**src/rtl/seq_bubble_sorter.sv**
```systemverilog
// ---------------------------------------------------------------------------
// seq_bubble_sorter
//   Sequential frame sorter. A frame of DEPTH unsigned words is loaded over a
//   valid/ready stream. The frame is then sorted in place by odd-even
//   transposition, applying one phase per clock for DEPTH clocks. The sorted
//   frame is streamed out on a second valid/ready port, and out_last marks the
//   final word.
//
//   Loading, sorting and draining are mutually exclusive states. Words are
//   therefore never accepted and emitted in the same cycle.
//
// Parameters
//   WIDTH    bits per element (unsigned compare)
//   DEPTH    elements per frame, >= 2
//   DESCEND  0 = ascending output order, 1 = descending
//
// Ports
//   clk        rising-edge clock
//   rst_n      asynchronous active-low reset; aborts any frame in progress
//   in_valid   producer offers in_data
//   in_ready   sorter accepts a word (LOAD state)
//   in_data    element to load
//   out_valid  out_data holds a sorted element (DRAIN state)
//   out_ready  consumer takes out_data
//   out_data   sorted element at read index (0 when not draining)
//   out_last   high with the final element of the frame
//   busy       frame in progress (any word loaded, or sorting/draining)
// ---------------------------------------------------------------------------
module seq_bubble_sorter #(
    parameter int WIDTH   = 3,
    parameter int DEPTH   = 8,
    parameter int DESCEND = 0
) (
    input  logic             clk,
    input  logic             rst_n,
    input  logic             in_valid,
    output logic             in_ready,
    input  logic [WIDTH-1:0] in_data,
    output logic             out_valid,
    input  logic             out_ready,
    output logic [WIDTH-1:0] out_data,
    output logic             out_last,
    output logic             busy
);

    // Counters carry one spare bit. Array indices use only the low AW bits.
    localparam int CW = $clog2(DEPTH) + 1;
    localparam int AW = $clog2(DEPTH);
    localparam logic [CW-1:0] LAST = CW'(DEPTH - 1);

    typedef enum logic [1:0] {
        LOAD  = 2'd0,
        SORT  = 2'd1,
        DRAIN = 2'd2
    } state_t;

    state_t          state;
    logic [CW-1:0]   wr_ptr;
    logic [CW-1:0]   rd_ptr;
    logic [CW-1:0]   ph;
    logic [WIDTH-1:0] a      [DEPTH];
    logic [WIDTH-1:0] sorted [DEPTH];

    // One transposition phase. Even phases pair (0,1),(2,3)...; odd phases
    // pair (1,2),(3,4)... Pairs within a phase never overlap, so all
    // compare/swaps can be evaluated in parallel. Equal values never swap,
    // which keeps the sort stable.
    always_comb begin
        // NOTE: the whole array gets a default copy first. Each element is then
        // assigned on every path, so no latch is inferred.
        sorted = a;
        for (int i = 0; i < DEPTH - 1; i++) begin
            if (i[0] == ph[0]) begin
                if ((DESCEND != 0) ? (a[i] < a[i+1]) : (a[i] > a[i+1])) begin
                    sorted[i]   = a[i+1];
                    sorted[i+1] = a[i];
                end
            end
        end
    end

    // Handshake outputs decode straight from the state register.
    assign in_ready  = (state == LOAD);
    assign out_valid = (state == DRAIN);
    assign out_data  = out_valid ? a[rd_ptr[AW-1:0]] : '0;
    assign out_last  = out_valid && (rd_ptr == LAST);
    assign busy      = (state != LOAD) || (wr_ptr != '0);

    always_ff @(posedge clk or negedge rst_n) begin
        if (!rst_n) begin
            state  <= LOAD;
            wr_ptr <= '0;
            rd_ptr <= '0;
            ph     <= '0;
            // NOTE: the element array is reset as well as the control state.
            // This makes out_data and the array contents defined straight out
            // of reset and after an aborted frame.
            for (int i = 0; i < DEPTH; i++) begin
                a[i] <= '0;
            end
        end else begin
            // NOTE: all sequential state uses non-blocking assignments. Every
            // read in this block therefore sees pre-edge values.
            case (state)
                LOAD: begin
                    if (in_valid) begin
                        a[wr_ptr[AW-1:0]] <= in_data;
                        if (wr_ptr == LAST) begin
                            wr_ptr <= '0;
                            ph     <= '0;
                            state  <= SORT;
                        end else begin
                            wr_ptr <= wr_ptr + 1'b1;
                        end
                    end
                end

                SORT: begin
                    for (int i = 0; i < DEPTH; i++) begin
                        a[i] <= sorted[i];
                    end
                    // DEPTH phases of odd-even transposition fully sort DEPTH words.
                    if (ph == LAST) begin
                        ph    <= '0;
                        state <= DRAIN;
                    end else begin
                        ph <= ph + 1'b1;
                    end
                end

                DRAIN: begin
                    if (out_ready) begin
                        if (rd_ptr == LAST) begin
                            rd_ptr <= '0;
                            state  <= LOAD;
                        end else begin
                            rd_ptr <= rd_ptr + 1'b1;
                        end
                    end
                end

                default: begin
                    state <= LOAD;
                end
            endcase
        end
    end

endmodule
```
**config.mk**
```make
export PLATFORM = sky130hd
export DESIGN_NAME = seq_bubble_sorter
export DESIGN_NICKNAME = d
export VERILOG_FILES = /design/src/rtl/seq_bubble_sorter.sv
export SDC_FILE = /design/constraint.sdc
export NUM_CORES = 1
export LEC_CHECK = 0
export BUFFER_PORTS_ARGS = -buffer_cell sky130_fd_sc_hd__clkbuf_2
export CORE_MARGIN = 10
export CORE_UTILIZATION = 30
export DETAILED_ROUTE_END_ITERATION = 16
export PLACE_DENSITY_LB_ADDON = 0.2
export REMOVE_ABC_BUFFERS = 1
export SLEW_MARGIN = 15
export SYNTH_ARGS = -nofsm -noshare
export SYNTH_HDL_FRONTEND = slang
export SYNTH_SLANG_ARGS = --single-unit
```
**constraint.sdc**
```tcl
create_clock -name clk -period 5.07 [get_ports clk]
set_input_delay 0.7605 -clock clk [delete_from_list [all_inputs] [get_ports clk]]
set_output_delay 0.7605 -clock clk [all_outputs]
set_load 0.005 [all_outputs]
```
=== Word level (Yosys, flattened, before mapping) ===
Index checks and enable logic that the tools add are counted.

* Add/subtract/negate cells: 3
* $lt $le $gt $ge: 10
* Equal/unequal tests: 13
* Muxes and demuxes: 35
* Bitwise gates (word level): 2
* Reduce and logical (&&, ||, !) cells: 14

{| class="wikitable"
|+ Operator list
! cell !! count
|-
| 2-to-1 mux 6 bit || 14
|-
| case mux 24 bit (2 select lines) || 1
|-
| bitwise mux 24 bit || 1
|-
| 2-to-1 mux 24 bit || 1
|-
| > comparator 3 bit || 7
|-
| 2-to-1 mux 4 bit || 5
|-
| adder 4 x 1 -> 4 bit, second input constant || 3
|-
| == test 4 x 3 -> 1 bit, second input constant || 3
|-
| 2-to-1 mux 3 bit || 4
|-
| 2-to-1 mux 2 bit || 5
|-
| != test 2 bit, second input constant || 5
|-
| binary-select mux 3 bit (select 3 bit) || 1
|-
| demux 3 bit (select 3 bit) || 1
|-
| >= comparator 4 bit, second input constant || 2
|-
| NOT 3 -> 4 bit || 2
|-
| case mux 4 bit (2 select lines) || 1
|-
| AND reduction 4 bit || 2
|-
| != test 2 x 1 -> 1 bit, second input constant || 3
|-
| case mux 2 bit (3 select lines) || 1
|-
| AND reduction 2 bit || 3
|-
| AND reduction 5 bit || 1
|-
| less-than comparator 4 x 1 -> 1 bit, second input constant || 1
|-
| nonzero test 2 bit || 2
|-
| nonzero test 4 bit || 1
|-
| 6 further kinds || 7
|}

* Flip-flop bits (word level): 38
* Output and inout port bits: 7
* Logic and storage cells: 89

=== Logic depth before layout (Yosys ltp) ===
* Depth after elaboration: 16
* Mapped depth: 8
* Depth with buffers taken out: 7

=== Worst setup path after synthesis ===
OpenSTA, ideal clock, no wires.

* Path kind: register to output
* Start point: reg rd_ptr[1]
* End point: out out_data[1]
* Arrival: 1308 ps
* Required time: 4310 ps
* Setup slack: 3001 ps
* Stages on the path, launching flop included: 5
* Path buffers: 1
* Cell sequence: dfrtp_1 > clkbuf_1 > mux4_2 > mux2i_1 > nor2_1

* Longest elaborated chain between the ends: 5

{| class="wikitable"
|+ RTL lines
! item !! RTL line !! source
|-
| start, declared || 59 || <nowiki>logic [CW-1:0] rd_ptr;</nowiki>
|-
| start signal, assigned || 137 || <nowiki>rd_ptr <= rd_ptr + 1'b1;</nowiki>
|-
| NOT 3 -> 4 bit (not written as such) || 85 || <nowiki>assign out_data = out_valid ? a[rd_ptr[AW-1:0]] : '0;</nowiki>
|-
| binary-select mux 3 bit (select 3 bit) || 85 ||
|-
| 2-to-1 mux 3 bit (not written as such) (2 in series) || 85 ||
|-
| 2-to-1 mux 3 bit || 85 ||
|-
| end, declared || 41 || <nowiki>output logic [WIDTH-1:0] out_data,</nowiki>
|}

Every way passes these cells. The select of a mux whose other input is x is not followed.

=== Worst setup path after layout ===
* Start point: reg rd_ptr[0]
* End point: out out_data[0]

The elaborated chain is that of the path after synthesis.

==> flow_metrics.env <==
export IMPL_outcome="finished, final reports clean"
export IMPL_cts_inserted_buffers=5
export IMPL_synth_seq_cells=38
export IMPL_placed_cell_area_um2=3100
export IMPL_num_rows=36
export IMPL_vias=2375
export IMPL_die_x_um=119
export IMPL_grt_first_pass_wirelength_mm=12.4
export IMPL_crit_type="flip-flop to output pin"
export IMPL_finalClockSkew_ns=0.00760
export IMPL_cp_end_kind="output pin"
export IMPL_initialDrtViolationCount=103
export IMPL_start_kind="flip-flop"
export IMPL_drt_pass1_iterations=5
export IMPL_cts_setup_buffers=0
export IMPL_reg2reg_from="a[14]"
export IMPL_clock_path_buffers=2
export IMPL_drive_above_1_share_pct=12.5
export IMPL_worstPathRequired_ns=4.31
export IMPL_setup_viol=0
export IMPL_post_route_drc_count=0
export IMPL_timing_fmax_mhz=373
export IMPL_cts_clk_slew_worst_paths_ns=0.08
export IMPL_port_buffers=13
export IMPL_yosysTopAreaCell="dfrtp_1"
export IMPL_wl_per_cell_um=16.3
export IMPL_rsz0062_at_grt="no"
export IMPL_final_cell_mix="39 x o21ai_0, 38 x dfrtp_1, 35 x nand2_1"
export IMPL_drv_slew=0
export IMPL_ios=14
export IMPL_cts_tree="built"
export IMPL_area_delta_synth_final_pct=10.3
export IMPL_gp_congestion=0.800
export IMPL_leakagePower_uw=0.00150
export IMPL_hold_depth=1
export IMPL_placed_cells_incl_taps=454
export IMPL_yosysSeqAreaShare_pct=32.4
export IMPL_synth_yosys_warnings=0
export IMPL_grt_max_degree=39
export IMPL_design_area_um2=3240
export IMPL_min_to="ph[3]"
export IMPL_synthCells=324
export IMPL_cts_resized=0
export IMPL_ctsHoldBuffers=0
export IMPL_die_h_um=119
export IMPL_viasPerCell=5.14
export IMPL_synth_edf_count=0
export IMPL_period_minus_slack_ns=2.68
export IMPL_overflow=0
export IMPL_grt_pass1_vias=2328
export IMPL_grt_use_met3_pct=1.94
export IMPL_ir_drop_mv=0.221
export IMPL_yosys_area_share_adder_pct=10.7
export IMPL_post_route_period_util_pct=52.8
export IMPL_worst_pin_slew_ns=1.07
export IMPL_tns_ns=0
export IMPL_yosys_area_share_simple_pct=15.9
export IMPL_dpl_hpwl_mm=5.53
export IMPL_die_area_um2=14100
export IMPL_cts_root_buf="clkbuf_8"
export IMPL_antenna_left=0
export IMPL_fin_ws_ns=2.39
export IMPL_layout_commonest_cell="o21ai_0"
export IMPL_synth_ff_type="dfrtp_1"
export IMPL_clk_latency_ns=0.31
export IMPL_initial_core_util_pct=30.5
export IMPL_use_met1_pct=14.6
export IMPL_synth_compound_area_share_pct=24.0
export IMPL_top_usage_layer="met2"
export IMPL_routed_wl_mm=7.53
export IMPL_hold_start="ph[3]"
export IMPL_critical_path_arrival_ns=1.92
export IMPL_synth_area_um2=2940
export IMPL_hold_violations=0
export IMPL_synthArstFlopShare_pct=100
export IMPL_synth_top_family_by_area="compound AO/OA/AOI/OAI gates"
export IMPL_synth_xor_area_share_pct=0.597
export IMPL_cts_htree_levels=2
export IMPL_ys_types=52
export IMPL_synth_avg_cell_area_um2=9.06
export IMPL_dp_slack_ns=2.47
export IMPL_critPathMaxFanout=10
export IMPL_ff2ff_path_depth=7
export IMPL_relSlewSlack_pct=27.9
export IMPL_use_met2_pct=16.6
export IMPL_finalNonFillerCells=462
export IMPL_synth_area_mux_share_pct=10.5
export IMPL_synthTopCellsByArea="dfrtp_1 32%, ha_1 11%, o21ai_0 6.8%"
export IMPL_fin_nets=360
export IMPL_rrSetupSlack_ns=2.52
export IMPL_max_cap_violations=0
export IMPL_min_path_type="flip-flop to flip-flop"
export IMPL_clock_sinks=38
export IMPL_synth_top_cell_area_share_pct=32.4
export IMPL_fin_util_pct=33.6
export IMPL_power_density_nw_per_um2=732
export IMPL_diodes=0
export IMPL_core_area_um2=9640
export IMPL_r2r_end="a[15]"
export IMPL_grt_use_total_pct=10.7
export IMPL_antenna_found_initial=0
cell type report:
cell class | instances | area (µm²)
Clock buffer | 6 | 82.6
Clock inverter | 2 | 60.1
Fill cell | 1038 | 6400
Inverter | 26 | 97.6
Multi-Input combinational cell | 243 | 1810
Sequential cell | 38 | 951
Tap cell | 133 | 166
Timing Repair Buffer | 14 | 72.6
per-layer routing:
layer  vias to the layer above  wire, µm  share of wire, %
li1                       1183         -                 -
met4                         0       115               1.5
met5                         -         0                 0
met1                      1143      3810                51
met3                         7       220               2.9
met2                        42      3380                45
cell usage after synthesis (all sizes together), types with 3 or more instances:
| cell type | number |
|---|---|
| nor2b | 5 |
| nor3 | 4 |
| o21ai | 43 |
| o221ai | 8 |
| o211a | 3 |
| dfrtp | 38 |
| mux4 | 6 |
| inv | 26 |
| o21bai | 4 |
| and3b | 4 |
| o31ai | 3 |
| clkbuf | 12 |
| o211ai | 5 |
| a22o | 3 |
| nand3 | 7 |
| a21o | 12 |
| nand2 | 37 |
| a31oi | 4 |
| and2 | 5 |
| ha | 25 |
| nor2 | 12 |
| mux2i | 15 |
| buf | 5 |
| a21oi | 15 |
per-stage QoR:
stage	total power [µW]	hold slack [ns]
after floorplan	1670	0.438
after global placement	2030	0.457
after detailed placement	2050	0.465
after CTS	2390	0.477
after global routing	2630	0.486
final	2370	0.474
worst max-delay path: stages (launching register included):
cell and delay, ns:
dfrtp_1 0.68, mux4_2 0.61, mux2i_1 0.16, nor2_1 0.06, clkbuf_2 0.11
how the worst max path moves through the flow:
| stage | from | end | slack (ns) |
|---|---|---|---|
| 5_1_grt | rd_ptr[0] | out_data[0] | 2.24 |
| 3_5_place_dp | a[8] | a[9] | 2.47 |
| 6_report | rd_ptr[0] | out_data[0] | 2.39 |
| 3_3_place_gp | a[8] | a[9] | 2.57 |
| 4_1_cts | rd_ptr[0] | out_data[0] | 2.35 |
| 2_1_floorplan | a[8] | a[9] | 2.98 |
sequential cells by signal (all words and copies together) (netlist names):
signal and flops:
a 24, ph 4, rd_ptr 4, wr_ptr 4, state 2
report_power, final:
part	switching [µW]	total [µW]	internal (µW)
Combinational	731	1340	608
Sequential	257	701	444
Clock	122	332	210
logic make-up (layout without fill, tap and decap cells):
group / after synthesis / in the layout
flops: 38 / 38
mux: 23 / 23
compound gates: 107 / 107
simple gates: 86 / 86
fa+ha+maj: 25 / 25
xor+xnor: 2 / 2
buf+inv: 43 / 48
(Power assumes the default switching activity.)
